## config.mk

```make
export PLATFORM = sky130hd
export DESIGN_NAME = alu_share_ctrl
export DESIGN_NICKNAME = d
export VERILOG_FILES = /design/src/rtl/alu_share_pkg.sv /design/src/rtl/alu_cmd_decode.sv /design/src/rtl/alu_share_ctrl.sv
export SDC_FILE = /design/constraint.sdc
export NUM_CORES = 1
export LEC_CHECK = 0
export ABC_AREA = 1
export BUFFER_PORTS_ARGS = -buffer_cell sky130_fd_sc_hd__buf_2
export CAP_MARGIN = 25
export CORE_MARGIN = 5
export CORE_UTILIZATION = 40
export DETAILED_ROUTE_END_ITERATION = 10
export PLACE_DENSITY = 0.72
export SYNTH_ARGS = -nofsm -noshare
export SYNTH_HDL_FRONTEND = slang
export SYNTH_SLANG_ARGS = --single-unit
```

## constraint.sdc

```tcl
create_clock -name clk -period 2.1 [get_ports clk]
set_input_delay 0.21 -clock clk [delete_from_list [all_inputs] [get_ports clk]]
set_output_delay 0.21 -clock clk [all_outputs]
set_load 0.05 [all_outputs]
```

## src/rtl/alu_share_pkg.sv

```systemverilog
// Shared encodings for the two-requester ALU sequencer and its command decoder.
package alu_share_pkg;

  localparam int unsigned CMD_W  = 4;
  localparam int unsigned AS_W   = 4;
  localparam int unsigned AO_W   = 2;
  localparam int unsigned LO_W   = 4;
  localparam int unsigned SRO_W  = 4;

  typedef enum logic [1:0] {
    UNIT_ARITH = 2'd0,
    UNIT_LOGIC = 2'd1,
    UNIT_SHIFT = 2'd2,
    UNIT_SLT   = 2'd3
  } unit_e;

  typedef enum logic [1:0] {
    IDLE = 2'd0,
    EXEC = 2'd1,
    RESP = 2'd2
  } state_e;

  localparam logic [AS_W-1:0] AS_ARITH = AS_W'(0);
  localparam logic [AS_W-1:0] AS_LOGIC = AS_W'(1);
  localparam logic [AS_W-1:0] AS_SHIFT = AS_W'(2);
  localparam logic [AS_W-1:0] AS_SLT   = AS_W'(3);

  localparam logic [AO_W-1:0] AO_ADD = AO_W'(0);
  localparam logic [AO_W-1:0] AO_SUB = AO_W'(1);

  typedef struct packed {
    logic [AS_W-1:0]  as;
    logic [AO_W-1:0]  ao;
    logic [LO_W-1:0]  lo;
    logic [SRO_W-1:0] sro;
  } alu_sel_t;

endpackage

```

## src/rtl/alu_cmd_decode.sv

```systemverilog
// Combinational command {unit, sub} to ALU select decode; unselected fields are zero.
module alu_cmd_decode
  import alu_share_pkg::*;
(
  input  logic [CMD_W-1:0] cmd_i,
  output alu_sel_t         sel_o
);

  unit_e unit;
  assign unit = unit_e'(cmd_i[3:2]);

  always_comb begin
    sel_o = '0;
    case (unit)
      UNIT_ARITH: begin
        sel_o.as = AS_ARITH;
        sel_o.ao = cmd_i[0] ? AO_SUB : AO_ADD;
      end
      UNIT_LOGIC: begin
        sel_o.as = AS_LOGIC;
        sel_o.lo = LO_W'(cmd_i[1:0]);
      end
      UNIT_SHIFT: begin
        sel_o.as  = AS_SHIFT;
        sel_o.sro = SRO_W'(cmd_i[1:0]);
      end
      UNIT_SLT:   sel_o.as = AS_SLT;
      default:    sel_o = '0;
    endcase
  end

endmodule

```

## src/rtl/alu_share_ctrl.sv

```systemverilog
// Round-robin arbiter/sequencer for a shared combinational ALU (IDLE -> EXEC -> RESP).
// Optional perf counters under `ALU_SHARE_PERF_CNT_EN.
module alu_share_ctrl
  import alu_share_pkg::*;
#(
  parameter int unsigned WIDTH    = 32,
  parameter int unsigned NREQ_LOG = 1
) (
  input  logic             clk,
  input  logic             reset,
  input  logic [1:0]       req_valid,
  output logic [1:0]       req_ready,
  input  logic [CMD_W-1:0] req0_cmd,
  input  logic [CMD_W-1:0] req1_cmd,
  input  logic [WIDTH-1:0] req0_a,
  input  logic [WIDTH-1:0] req1_a,
  input  logic [WIDTH-1:0] req0_b,
  input  logic [WIDTH-1:0] req1_b,
  output logic [1:0]       resp_valid,
  input  logic [1:0]       resp_ready,
  output logic [WIDTH-1:0] resp_result,
  output logic             resp_of,
  output logic             resp_zf,
  output logic [WIDTH-1:0] alu_a,
  output logic [WIDTH-1:0] alu_b,
  output logic [AS_W-1:0]  alu_as,
  output logic [LO_W-1:0]  alu_lo,
  output logic [SRO_W-1:0] alu_sro,
  output logic [AO_W-1:0]  alu_ao,
  input  logic [WIDTH-1:0] alu_result,
  input  logic             alu_of,
  input  logic             alu_zf
`ifdef ALU_SHARE_PERF_CNT_EN
  ,
  output logic [31:0]      perf_grant0,
  output logic [31:0]      perf_grant1,
  output logic [31:0]      perf_contend
`endif
);

  if (NREQ_LOG != 1) begin : g_nreq_check
    $error("alu_share_ctrl supports exactly two requesters (NREQ_LOG must be 1)");
  end

  state_e           state_q, state_d;
  logic [WIDTH-1:0] a_q, a_d, b_q, b_d;
  logic [WIDTH-1:0] result_q, result_d;
  logic             of_q, of_d, zf_q, zf_d;
  logic             owner_q, owner_d, last_q, last_d;
  alu_sel_t         sel_q, sel_d, dec_sel;
  logic             grant;
  logic [CMD_W-1:0] grant_cmd;

  // Sole valid port wins; on contention the port not granted last time wins.
  assign grant     = (&req_valid) ? ~last_q : req_valid[1];
  assign grant_cmd = grant ? req1_cmd : req0_cmd;

  alu_cmd_decode u_dec (
    .cmd_i (grant_cmd),
    .sel_o (dec_sel)
  );

  always_comb begin
    state_d   = state_q;
    a_d       = a_q;
    b_d       = b_q;
    sel_d     = sel_q;
    owner_d   = owner_q;
    last_d    = last_q;
    result_d  = result_q;
    of_d      = of_q;
    zf_d      = zf_q;
    req_ready = 2'b00;
    case (state_q)
      IDLE: begin
        if (!reset && (|req_valid)) begin
          req_ready[grant] = 1'b1;
          a_d     = grant ? req1_a : req0_a;
          b_d     = grant ? req1_b : req0_b;
          sel_d   = dec_sel;
          owner_d = grant;
          last_d  = grant;
          state_d = EXEC;
        end
      end
      EXEC: begin
        result_d = alu_result;
        of_d     = alu_of;
        zf_d     = alu_zf;
        state_d  = RESP;
      end
      RESP: begin
        if (resp_ready[owner_q]) state_d = IDLE;
      end
      default: state_d = IDLE;
    endcase
  end

  always_ff @(posedge clk) begin
    if (reset) begin
      state_q  <= IDLE;
      a_q      <= '0;
      b_q      <= '0;
      sel_q    <= '0;
      owner_q  <= 1'b0;
      last_q   <= 1'b1;
      result_q <= '0;
      of_q     <= 1'b0;
      zf_q     <= 1'b0;
    end else begin
      state_q  <= state_d;
      a_q      <= a_d;
      b_q      <= b_d;
      sel_q    <= sel_d;
      owner_q  <= owner_d;
      last_q   <= last_d;
      result_q <= result_d;
      of_q     <= of_d;
      zf_q     <= zf_d;
    end
  end

  // ALU inputs come straight from the latch: stable outside EXEC, no mux glitches.
  assign alu_a       = a_q;
  assign alu_b       = b_q;
  assign alu_as      = sel_q.as;
  assign alu_ao      = sel_q.ao;
  assign alu_lo      = sel_q.lo;
  assign alu_sro     = sel_q.sro;
  assign resp_valid  = (state_q == RESP) ? (owner_q ? 2'b10 : 2'b01) : 2'b00;
  assign resp_result = result_q;
  assign resp_of     = of_q;
  assign resp_zf     = zf_q;

`ifdef ALU_SHARE_PERF_CNT_EN
  logic [31:0] grant0_q, grant1_q, contend_q;

  always_ff @(posedge clk) begin
    if (reset) begin
      grant0_q  <= '0;
      grant1_q  <= '0;
      contend_q <= '0;
    end else if (state_q == IDLE) begin
      if (req_valid[0] && !grant) grant0_q <= grant0_q + 32'd1;
      if (req_valid[1] && grant)  grant1_q <= grant1_q + 32'd1;
      if (&req_valid)             contend_q <= contend_q + 32'd1;
    end
  end

  assign perf_grant0  = grant0_q;
  assign perf_grant1  = grant1_q;
  assign perf_contend = contend_q;
`endif

endmodule

```

Word level (Yosys, flattened, before mapping)
Index checks and enable logic that the tools add are counted.
{"block": "word_totals", "reg_bits": 116, "latchBits": 0, "mem_bits_rw": 0, "mem_bits_ro": 0, "inputBits": 176, "out_inout_bits": 116, "memories": 0}
{"block": "classes", "add_sub_neg": 0, "multipliers": 0, "div_mod_pow": 0, "order_cmp": 3, "n_eq_ne": 7, "shift": 0, "n_mux": 20, "n_bitwise": 1, "reduce_logical": 9}
{"operator": "$mux 32", "n": 2}
{"operator": "$mux 2", "n": 9}
{"operator": "$pmux 4 s4", "n": 1}
{"operator": "$eq 2x2->1 const B", "n": 3}
{"operator": "$pmux 2 s3", "n": 1}
{"operator": "$reduce_and 2->1", "n": 3}
{"operator": "$mux 1", "n": 5}
{"operator": "$eq 2x1->1 const B", "n": 2}
{"operator": "$logic_not 2->1", "n": 2}
{"operator": "$lt 1x2->1 const B", "n": 2}
{"operator": "$mux 4", "n": 1}
{"operator": "$ne 2x2->1 const B", "n": 2}
{"operator": "$logic_and 1x1->1", "n": 2}
{"operator": "$reduce_or 2->1", "n": 1}
{"operator": "$demux 1 s1", "n": 1}
{"operator": "$ge 1x1->1 const B", "n": 1}
{"operator": "$logic_not 1->1", "n": 1}
{"operator": "$not 1->1", "n": 1}

Depth between registers and ports, before layout
Gate-level depths: netlist (run 1).
{"block": "logic_depth", "depth_word": 8, "mapped_depth": 9, "mapped_depth_nobuf": 7}

Modules after synthesis
From an unflattened synthesis (run 1), not the netlist that was laid out.
{"block": "hier_totals", "hier_cells": 764, "area_unflattened_um2": 5072.4}
{"mod": "alu_share_ctrl", "instances": 1, "cells_per_inst": 742, "area_per_inst_um2": 4963.5, "seq_area_each_um2": 2322.2}
{"mod": "alu_cmd_decode", "instances": 1, "cells_per_inst": 22, "area_per_inst_um2": 108.9, "seq_area_each_um2": 0.0}

Worst setup path before layout (run 1)
No wires, ideal clock.
{"block": "synth_timing", "path_kind": "reg-to-reg", "start": "register state_q[1]", "end": "register owner_q", "t_arrival_ns": 1.531, "slack_ns": 0.401, "path_stages_with_launch": 6, "n_path_buf": 1, "path_cell_list": "dfxtp_1 > nor2_1 > nand3_4 > buf_4 > nor2_1 > a211oi_1"}
{"block": "synth_via", "elab_chain_cells": 2}
{"element": "from (decl)", "line": "alu_share_ctrl.sv:45", "rtl": "state_e state_q, state_d;"}
{"element": "from (signal assigned)", "line": "alu_share_ctrl.sv:111", "rtl": "state_q <= state_d;"}
{"element": "$logic_not 2->1", "line": "alu_share_ctrl.sv:74", "rtl": "case (state_q)"}
{"element": "$reduce_and 2->1 (no line)"}
{"element": "to (signal assigned)", "line": "alu_share_ctrl.sv:115", "rtl": "owner_q <= owner_d;"}
{"element": "to (decl)", "line": "alu_share_ctrl.sv:49", "rtl": "logic owner_q, owner_d, last_q, last_d;"}
No other way between the ends.
A chain may end at the register's enable or synchronous reset.

Final worst setup path (run 1)
{"block": "layout_timing", "start": "register last_q", "end": "output port req_ready[1]"}
{"block": "layout_via", "elab_chain_cells": 8, "elab_cells_between_ends": 9, "classes_between": "2 x order compare; 5 x mux; 1 x bitwise; 1 x reduce/logical"}
{"element": "from (decl)", "line": "alu_share_ctrl.sv:49"}
{"element": "from (signal assigned)", "line": "alu_share_ctrl.sv:116", "rtl": "last_q <= last_d;"}
{"element": "$not 1->1 (*)", "line": "alu_share_ctrl.sv:55", "rtl": "assign grant = (&req_valid) ? ~last_q : req_valid[1];"}
{"element": "$mux 1 (*)", "line": "alu_share_ctrl.sv:55"}
{"element": "$lt 1x2->1 (implied by the code) or $ge 1x1->1 (tied branches)", "line": "alu_share_ctrl.sv:77", "rtl": "req_ready[grant] = 1'b1;"}
{"element": "$logic_and 1x1->1 (implied by the code)", "line": "alu_share_ctrl.sv:77"}
{"element": "$mux 1 (implied by the code)", "line": "alu_share_ctrl.sv:77"}
{"element": "$demux 1 s1 (*)", "line": "alu_share_ctrl.sv:77"}
{"element": "$mux 2 (*)", "line": "alu_share_ctrl.sv:76", "rtl": "if (!reset && (|req_valid)) begin"}
{"element": "$mux 2 (*)", "line": "alu_share_ctrl.sv:74"}
{"element": "to (decl)", "line": "alu_share_ctrl.sv:12", "rtl": "output logic [1:0] req_ready,"}
Every way passes the cells marked *; elsewhere a longest branch is shown, timed or not.

==> results of run 1 <==
-- cell type report --
type / count / share of cell area (%)
Tap cell: 147 / 2.83
Multi-Input combinational cell: 553 / 34.7
Inverter: 13 / 0.770
Clock inverter: 4 / 1.08
Timing Repair Buffer: 293 / 23.1
Clock buffer: 12 / 3.94
Sequential cell: 109 / 33.6
-- worst max-delay path: stages (launching register included) --
cell and delay, ns:
dfxtp_1 0.32, nand2_2 0.12, nand2_2 0.10, buf_12 0.22, nor2_1 0.15, buf_2 0.28
-- where the power goes --
part	total [mW]	switching [mW]	internal, mW
registers	2.31	0.0813	2.23
clock network	1.83	0.727	1.11
logic	1.53	1.12	0.412
total	5.68	1.93	3.75
-- how the worst max path moves through the flow --
| stage | from | end | slack, ns | depth (start not counted) |
|---|---|---|---|---|
| detailed placement | req_valid[1] | alu_lo[1]$_SDFFE_PP0P_ | 0.38 | 8 |
| finish | last_q$_SDFFE_PP1P_ | req_ready[1] | 0.35 | 5 |
| floorplan | state_q[1]$_SDFFE_PP0P_ | owner_q$_SDFFE_PP0P_ | 0.40 | 5 |
| global placement | req_valid[1] | alu_lo[1]$_SDFFE_PP0P_ | 0.40 | 8 |
| CTS | last_q$_SDFFE_PP1P_ | req_ready[1] | 0.32 | 5 |
| global route | state_q[1]$_SDFFE_PP0P_ | alu_sro[1]$_SDFFE_PP0P_ | 0.26 | 6 |
-- registers in the layout, summed over array words and instances, names as in the netlist --
register and count:
alu_a 32, alu_ao 1, alu_as 2, alu_b 32, alu_lo 2, alu_sro 2
last_q 1, owner_q 1, resp_of 1, resp_result 32, resp_zf 1, state_q 2
-- stage by stage --
| stage | cells | instance area [um^2] | utilization (%) |
|---|---|---|---|
| floorplan | 729 | 4810 | - |
| global placement | 1115 | 6180 | 52.1 |
| detailed placement | 1115 | 6180 | 52.1 |
| CTS | 1131 | 6500 | 54.8 |
| global route | 1131 | 6500 | 54.8 |
| finish | 1131 | 6500 | 54.8 |
-- logic make-up (layout without fill, tap and decap cells) --
group	Yosys count	count (layout)	share of synthesized area [%]
AND/OR/NAND/NOR	437	437	35.2
AO/OA/AOI/OAI	109	109	11.4
buffers and inverters	67	322	7.78
other	1	7	0.0783
flip-flops	109	109	45.5
-- cells in the mapped netlist, types with 3 or more instances --
library cell  instances
a21oi_1              71
inv_1                 8
nor2_1               78
clkbuf_1             16
o21ai_0              21
nand3b_1              3
buf_1                 4
o21ai_1              16
dfxtp_1             109
buf_4                16
buf_6                 6
nand3_1               5
inv_2                 4
buf_2                12
nand2_1             344
-- per-layer routing --
metal / up-vias / GRT usage, % / routed length, um
li1: 2745 / - / -
met1: 2257 / 24.9 / 6450
met3: 15 / 6.98 / 1440
met4: 0 / 6.16 / 177
met5: - / 0 / 0
met2: 197 / 34.5 / 7080
==> impl_results.md, run 1 <==
- Area growth, synth to finish: 35.7%
- Worst-path clk slew: 0.07 ns
- Remaining DRCs: 0
- N_diodes: 0
- GRT Residual Overflow: 0
- Final net count: 1155
- Worst-path maximum fanout: 72
- Worst hold endpoint: resp_result[23]$_SDFFE_PP0N_
- TritonCTS Sinks: 109
- Commonest cells after routing, fill and taps aside: 344 x nand2_1, 284 x buf_2, 109 x dfxtp_1
- Critical path class: flip-flop to primary output
- Die area: 0.0143 mm^2
- Resized cells post-CTS: 0
- Total Wirelength: 15100 um
- Share of layout cells above drive strength 1: 32.3%
- Horiz. Die Dim: 119 um
- Crit path time final: 1.75 ns
- Routed WL per cell: 13.4 um
- Crit. End Element: primary output
- Ys flop type: dfxtp_1
- Status: finished clean
- Placeable Area: 0.0119 mm^2
- ANT nets after route: 0
- Largest net degree at the start of global routing: 74
- Starting DRT DRC Count: 202
- Most common cell after layout, fill and taps aside: nand2_1
- Avg Cell Area, Syn: 6.63 um^2
- Initial core utilization: 40.4%
- Reg-to-reg setup timing slack: 0.43 ns
- Sequential-to-total area share from yosys stat: 45.5%
- Clock Tree Root: clkbuf_16
- Worst Reg-to-Reg Cells: 6
- Setup Skew: 0.00635 ns
- Slew Limit Headroom: 49.2%
- # IOs: 292
- Actual slew at the worst max-slew pin: 0.761 ns
- Sum Neg Setup Slack: 0 ns
- Mapped Cells: 723
- Total number of vias: 5214
- WP data required: 1.89 ns
- Pwr dens: 874 mW/mm^2
- Area of the multi-input gates: 0.00226 mm^2
- Clock buffer depth: 2
- Max VDD drop: 0.479 mV
- WHS: 0.0840 ns
- DR pass1 iterations: 4
- # hold bufs at CTS: 0
- GRT Total Usage: 20.6%
- Final period util: 83.2%
- Unrepaired setup endpoints after global routing: false
- DP HPWL: 11100 um
- Synth top area share: 45.5%
- Critical path startpoint category: flip-flop
- Ys async rst share: 0%
- Worst Min Path Start: alu_result[23]
- Total power draw: 5.68 mW
- Input/output buffers: 284
- Chip height: 119 um
- Hold path cells: 3
- Setup WS pre-CTS: 0.383 ns
- Worst-Skew Late Latency: 0.34 ns
- Final Hold Viols: 0
- CTS tree: done
- GPL Wtd Cong: 0.779
- Rows: 40
- Worst flop-to-flop path endpoint: alu_sro[1]$_SDFFE_PP0P_
- First-pass GRT wire length: 24000 um
- Top cell type by total area after synthesis: dfxtp_1
- Num CTS Buffers: 9
- Setup ws final: 0.354 ns
- Syn. warnings: 0
- Post-synth design cell area: 0.00479 mm^2
- Routed vias/inst: 4.61
- Reg area: 0.00218 mm^2
- #FFs+latches synth: 109
- Max-slew violations: 0
- Netlist cell types: 22
- Setup-failing EPs final: 0
- Fmax: 573 MHz
- HP Class: input port to flip-flop
- Leak: 3.53 nW
- Startpoint of the worst register-to-register path: state_q[1]$_SDFFE_PP0P_
- Synth area leaders: dfxtp_1 46%, nand2_1 27%, a21oi_1 7.4%, nor2_1 6.1%, buf_4 2.5%
- Number of synthesized flops with an enable pin: 0
- Fill cell count: 1184
- Setup repair bufs after CTS: 0
- CP arrival: 1.54 ns
- Vias in the first global route: 4932
- Max-cap viol count: 0
- H-tree levels: 3
- Initial antenna violation count: 0
(Power assumes the default switching activity.)
==> run 2, diff against run 1 <==
Settings changed: CORE_UTILIZATION 40 to 39, PLACE_DENSITY 0.72 to 0.73.
Clock period 2.1 ns to 1.6 ns, I/O delays scaled along.
==> impl_results.md, run 2 (synthesis gave the netlist of run 1 again) <==
- Actual slew at the worst max-slew pin: 0.562 ns (was 0.761 ns)
- Critical path class: flip-flop to primary output (unchanged)
- Input/output buffers: 284 (unchanged)
- Setup-failing EPs final: 0 (unchanged)
- Chip height: 121 um (was 119 um)
- CTS tree: done (unchanged)
- Share of layout cells above drive strength 1: 33.0% (was 32.3%)
- DP HPWL: 11200 um (was 11100 um)
- Unrepaired setup endpoints after global routing: false (unchanged)
- Initial antenna violation count: 2 (was 0)
- Total Wirelength: 15700 um (was 15100 um)
- Crit. End Element: primary output (unchanged)
- Max-cap viol count: 0 (unchanged)
- Total power draw: 7.42 mW (was 5.68 mW)
- Post-Layout Cell Count: 1137 (was 1131)
- Placed instance count: 1116 (was 1115)
- First-pass GRT wire length: 23900 um (was 24000 um)
- Routed vias/inst: 4.66 (was 4.61)
- Clock buffer depth: 2 (unchanged)
- Total number of vias: 5298 (was 5214)
- GPL Wtd Cong: 0.791 (was 0.779)
- HP Class: input port to flip-flop (unchanged)
- Status: finished clean (unchanged)
- Worst-path maximum fanout: 18 (was 72)
- Clock Tree Root: clkbuf_16 (unchanged)
- Largest net degree at the start of global routing: 73 (was 74)
- Vias in the first global route: 4919 (was 4932)
- Worst-Skew Late Latency: 0.34 ns (about the same)
- Pwr dens: 1120 mW/mm^2 (was 874 mW/mm^2)
- Crit path time final: 1.52 ns
- # IOs: 292 (unchanged)
- Horiz. Die Dim: 121 um (was 119 um)
- # hold bufs at CTS: 0 (unchanged)
- Starting DRT DRC Count: 277 (was 202)
- Critical path startpoint category: flip-flop (unchanged)
- Sum Neg Setup Slack: 0 ns (unchanged)
- Num CTS Buffers: 9 (unchanged)
- Remaining DRCs: 0 (unchanged)
- Fill cell count: 1247 (was 1184)
- TritonCTS Sinks: 109 (unchanged)
- Commonest cells after routing, fill and taps aside: 344 x nand2_1, 282 x buf_2, 109 x dfxtp_1 (was 344 x nand2_1, 284 x buf_2, 109 x dfxtp_1)
- ANT nets after route: 0 (unchanged)
- Final core utilization: 55.3% (was 54.8%)
- Placeable Area: 0.0120 mm^2 (was 0.0119 mm^2)
- H-tree levels: 3 (unchanged)
- DR pass1 iterations: 4 (unchanged)
- Leak: 3.58 nW (was 3.53 nW)
- GRT Total Usage: 20.1% (was 20.6%)
- Initial core utilization: 39.9% (was 40.4%)
- Slew Limit Headroom: 62.5% (was 49.2%)
- Reg-to-reg setup timing slack: 0.15 ns (was 0.43 ns)
- Final net count: 1160 (was 1155)
- Setup Skew: 0.00857 ns (was 0.00635 ns)
- Final period util: 95.3%
- Max-slew violations: 0 (unchanged)
- CP arrival: 1.36 ns (was 1.54 ns)
- Final Hold Viols: 0 (unchanged)
- Fmax: 656 MHz
- GRT Residual Overflow: 0 (unchanged)
- Max VDD drop: 0.739 mV (was 0.479 mV)
- Rows: 40 (unchanged)
- WP data required: 1.44 ns (was 1.89 ns)
- Die area: 0.0146 mm^2 (was 0.0143 mm^2)
- Routed WL per cell: 13.8 um (was 13.4 um)
- Most common cell after layout, fill and taps aside: nand2_1 (unchanged)
- Worst-path clk slew: 0.08 ns (was 0.07 ns)
- Area growth, synth to finish: 38.6% (was 35.7%)
==> run 2: cell count changes in the layout (fill, tap and decap cells not counted), moves of 2 or more <==
cell        before  now
buf_6            0    2
clkinvlp_4       0    2
clkinv_2         3    1
buf_2          284  282
nor2_1          78   76
clkbuf_8         2    0
clkinv_4         0    2
nor2_2           2    4
buf_12           1    5
==> run 2: report_power, final <==
part           leakage [nW]  switching (mW)  internal, mW
clock                 0.144            1.04          1.24
sequential            0.893           0.100          2.93
combinational          2.55            1.50         0.601
total                  3.58            2.65          4.77
==> run 2: critical path, cell delays in order, from the launching register on <==
cell and delay [ns]:
dfxtp_1 0.32, nand2_2 0.15, nand2_4 0.10, buf_12 0.17
nor2_2 0.12, buf_6 0.16
==> run 2: area by class of cell <==
class                      count  area (um^2)  share of cell area (%)
antenna                        1         2.50                  0.0377
clock buffer                   9          225                    3.39
multi-input combinational    553         2270                    34.2
clock inverter                 7         82.6                    1.24
tap                          147          184                    2.77
timing repair buffer         298         1640                    24.8
inverter                      13         50.0                   0.754
sequential                   109         2180                    32.9
==> run 2: per-stage QoR <==
| step | setup slack (ns) | instance area [um^2] | hold slack (ns) |
|---|---|---|---|
| after floorplan | 0.00543 | 4820 | 0.295 |
| after global placement | 0.215 | 6240 | 0.383 |
| after detailed placement | 0.179 | 6240 | 0.388 |
| after CTS | 0.00454 | 6600 | 0.0227 |
| after global routing | 0.00812 | 6640 | 0.0342 |
| final | 0.0757 | 6640 | 0.0374 |
==> run 2: final timing paths <==
check / from / endpoint / cells after the start
setup / recovery: last_q$_SDFFE_PP1P_ / req_ready[1] / 5
hold / removal: alu_result[26] / resp_result[26]$_SDFFE_PP0N_ / 3
setup reg to reg: last_q$_SDFFE_PP1P_ / alu_a[18]$_SDFFE_PP0P_ / 8
hold reg to reg: alu_b[17]$_SDFFE_PP0P_ / alu_b[17]$_SDFFE_PP0P_ / 2
==> run 2: routing by layer <==
| layer | wire length, um | part of all wire [%] | global-route usage, % |
|---|---|---|---|
| met1 | 6570 | 42 | 23.2 |
| met2 | 7440 | 47 | 35.2 |
| met3 | 1540 | 9.8 | 7.25 |
| met4 | 148 | 0.94 | 5.45 |
| met5 | 13 | 0.083 | 0 |
==> run 2: what timing repair did <==
action | CTS | global route
buffers inserted | 2 | 0
cloned | 1 | 1
pin swaps | 1 | 1
endpoints found under the setup margin | 2 | 1
resized for setup | 2 | 4
==> run 3, diff against run 2 <==
Settings changed: ABC_AREA 1 to unset, PLACE_DENSITY 0.73 to 0.74, REMOVE_ABC_BUFFERS set to 1, SETUP_SLACK_MARGIN set to 0.5.
==> impl_results.md, run 3 <==
- Failing checks: setup timing
- Post-synth design cell area: 0.00474 mm^2 (was 0.00479 mm^2)
- Synth top area share: 46.0% (was 45.5%)
- Die area: 0.0145 mm^2 (was 0.0146 mm^2)
- Worst-path maximum fanout: 8 (was 18)
- Worst hold endpoint: resp_result[23]$_SDFFE_PP0N_ (was resp_result[26]$_SDFFE_PP0N_)
- Unrepaired setup endpoints after global routing: true (was false)
- Worst Reg-to-Reg Cells: 7 (was 8)
- Worst-Skew Late Latency: 0.35 ns (was 0.34 ns)
- Starting DRT DRC Count: 595 (was 277)
- Mapped Cells: 590 (was 723)
- Area growth, synth to finish: 74.7% (was 38.6%)
- # IOs: 292 (unchanged)
- Count leader, synth: nand2_1 (unchanged)
- Syn. warnings: 0 (unchanged)
- Ys async rst share: 0% (unchanged)
- Remaining DRCs: 0 (unchanged)
- Commonest cells after routing, fill and taps aside: 196 x nand2_1, 174 x buf_2, 102 x dfxtp_1 (was 344 x nand2_1, 282 x buf_2, 109 x dfxtp_1)
- Final net count: 1067 (was 1160)
- Synth top cells by count: 198 x nand2_1, 109 x dfxtp_1, 69 x a311oi_1, 66 x a31oi_1, 53 x clkbuf_1 (was 344 x nand2_1, 109 x dfxtp_1, 78 x nor2_1, 71 x a21oi_1, 21 x o21ai_0)
- Initial core utilization: 39.6% (was 39.9%)
- Startpoint of the worst register-to-register path: state_q[1]$_SDFFE_PP0P_ (was last_q$_SDFFE_PP1P_)
- Total Wirelength: 21300 um (was 15700 um)
- Post-Place Cell Area: 0.00636 mm^2 (was 0.00624 mm^2)
- Netlist cell types: 32 (was 22)
- Clock Tree Root: clkbuf_16 (unchanged)
- Routed WL per cell: 20.4 um (was 13.8 um)
- Worst flop-to-flop path endpoint: alu_a[14]$_SDFFE_PP0P_ (was alu_a[18]$_SDFFE_PP0P_)
- DP HPWL: 12400 um (was 11200 um)
- Horiz. Die Dim: 120 um (was 121 um)
- Slew Limit Headroom: 66.7% (was 62.5%)
- Comb power frac: 36.4% (was 28.4%)
- CTS tree: done (unchanged)
- Vias in the first global route: 5658 (was 4919)
- Total number of vias: 5980 (was 5298)
- Pwr dens: 1100 mW/mm^2 (was 1120 mW/mm^2)
- H-tree levels: 3 (unchanged)
- Final period util: 101% (was 95.3%)
- Fmax: 621 MHz (was 656 MHz)
- Routed vias/inst: 5.73 (was 4.66)
- Critical path class: flip-flop to flip-flop (was flip-flop to primary output)
- TritonCTS Sinks: 109 (unchanged)
- CP arrival: 1.83 ns (was 1.36 ns)
- Worst-path clk slew: 0.07 ns (was 0.08 ns)
- Top cell type by total area after synthesis: dfxtp_1 (unchanged)
- #FFs+latches synth: 109 (unchanged)
- Leak: 3.66 nW (was 3.58 nW)
- Critical path startpoint category: flip-flop (unchanged)
- Number of synthesized flops with an enable pin: 0 (unchanged)
- Placeable Area: 0.0120 mm^2 (about the same)
- Crit. End Element: flip-flop (was primary output)
- Initial antenna violation count: 1 (was 2)
- Setup WS pre-CTS: 0.140 ns (was 0.179 ns)
- Power share of the sequential group: 34.3% (was 40.8%)
- Total power draw: 9.10 mW (was 7.42 mW)
- Ys flop type: dfxtp_1 (unchanged)
- Status: finished with violations (was finished clean)
- WHS: 0.0381 ns (was 0.0374 ns)
- WP data required: 1.82 ns (was 1.44 ns)
- DR pass1 iterations: 5 (was 4)
- Max VDD drop: 0.515 mV (was 0.739 mV)
- Final core utilization: 69.2% (was 55.3%)
- Setup-failing EPs final: 1 (was 0)
- Input/output buffers: 284 (unchanged)
- Hold path cells: 3 (unchanged)
- Most common cell after layout, fill and taps aside: nand2_1 (unchanged)
- Clock buffer depth: 2 (unchanged)
- Post-route cell area: 0.00828 mm^2 (was 0.00664 mm^2)
- Chip height: 120 um (was 121 um)
- Setup Skew: 0.00682 ns (was 0.00857 ns)
- First-pass GRT wire length: 30200 um (was 23900 um)
- GRT Residual Overflow: 0 (unchanged)
- Avg Cell Area, Syn: 8.03 um^2 (was 6.63 um^2)
- Share of layout cells above drive strength 1: 46.8% (was 33.0%)
- Sequential-to-total area share from yosys stat: 46.0% (was 45.5%)
- ANT nets after route: 0 (unchanged)
- Reg-to-reg setup timing slack: -0.01 ns (was 0.15 ns)
- Crit path time final: 1.61 ns (was 1.52 ns)
- Final Hold Viols: 0 (unchanged)
- Worst Min Path Start: alu_result[23] (was alu_result[26])
- Switching power total: 3.20 mW (was 2.65 mW)
- Clock share of power: 29.3% (was 30.8%)
- HP Class: input port to flip-flop (unchanged)
- Max-cap viol count: 0 (unchanged)
- Actual slew at the worst max-slew pin: 0.498 ns (was 0.562 ns)
- GPL Wtd Cong: 0.819 (was 0.791)
- GRT Total Usage: 26.4% (was 20.1%)
- Rows: 40 (unchanged)
- Net Sw Frac: 35.1% (was 35.7%)
- Num CTS Buffers: 9 (unchanged)
- Synth area leaders: dfxtp_1 46%, nand2_1 16%, a311oi_1 13%, a31oi_1 8.7%, clkbuf_1 4.2% (was dfxtp_1 46%, nand2_1 27%, a21oi_1 7.4%, nor2_1 6.1%, buf_4 2.5%)
- Max-slew violations: 0 (unchanged)
- Setup ws final: -0.0100 ns (was 0.0757 ns)
- P_int: 5.90 mW (was 4.77 mW)
- Largest net degree at the start of global routing: 59 (was 73)
[run 3: cell count changes in the layout (fill, tap and decap cells not counted), sizes merged, moves of 8 or more]
cell / change
a21oi: -32
a311oi: +69
a31oi: +66
buf: +56
inv: -10
nand2: -148
nand4b: +8
nor2: -77
o21ai: -36
[run 3: logic make-up after synthesis]
kind of cell	count (synthesis)	synth area share, %
AOI/OAI and AO/OA	179	26.4
muxes	5	1.06
and+or+nand+nor	221	19.5
DFF	109	46.0
buffers and inverters	75	6.97
other	1	0.0791
[run 3: routing by layer]
metal	wire (um)	vias up	GRT usage, %
li1	-	2744	-
met1	7780	2849	29.6
met2	10600	331	47.3
met3	2020	56	6.03
met4	845	0	12.2
met5	0	-	0
[run 3: power groups by stage]
stage	Clock [mW]	Combinational (mW)	Sequential (mW)
6_report	2.67	3.31	3.12
5_1_grt	2.80	3.46	3.14
4_1_cts	2.70	3.00	3.10
3_5_place_dp	0	2.40	3.14
3_3_place_gp	0	2.39	3.14
2_1_floorplan	0	0.725	3.95
[run 3: worst max-delay path by stage]
| stage | to | slack (ns) | start | depth (start not counted) |
|---|---|---|---|---|
| after floorplan | req_ready[0] | -2.26 | last_q$_SDFFE_PP1P_ | 2 |
| after global placement | req_ready[0] | 0.17 | state_q[1]$_SDFFE_PP0P_ | 3 |
| after detailed placement | alu_a[13]$_SDFFE_PP0P_ | 0.14 | last_q$_SDFFE_PP1P_ | 4 |
| after CTS | req_ready[0] | -0.02 | state_q[0]$_SDFFE_PP0P_ | 3 |
| after global routing | alu_a[14]$_SDFFE_PP0P_ | -0.06 | state_q[1]$_SDFFE_PP0P_ | 7 |
| final | alu_a[14]$_SDFFE_PP0P_ | -0.01 | state_q[1]$_SDFFE_PP0P_ | 7 |
[run 3: final cells by class]
cell class | instances | area, um^2
Sequential cell | 109 | 2190
Timing Repair Buffer | 357 | 3030
Clock buffer | 10 | 239
Multi-Input combinational cell | 412 | 2500
Fill cell | 911 | 3680
Tap cell | 147 | 184
Inverter | 2 | 7.51
Clock inverter | 6 | 115
Antenna cell | 1 | 2.50
[run 3: stage by stage]
stage,setup TNS [ns],std cells
2_1_floorplan,-130.51,523
6_report,-0.0100,1044
4_1_cts,-0.0248,1027
3_3_place_gp,0,975
3_5_place_dp,0,975
5_1_grt,-0.360,1044
[run 3: worst max-delay path, stage by stage, from the launching register on]
cell and delay, ns:
dfxtp_2 0.33, or2_4 0.27, buf_6 0.13, nor3_4 0.16, buf_6 0.21, buf_12 0.13
buf_16 0.13, a311oi_2 0.11
[run 3: repair_timing]
item / CTS / global route
endpoints found under the setup margin: 216 / 131
resized for setup: 159 / 70
setup buffers: 21 / 11
pin swaps: 14 / 21
gates cloned: 15 / 5
hold endpoints to repair: 0 / 0
hold buffers: 0 / 0
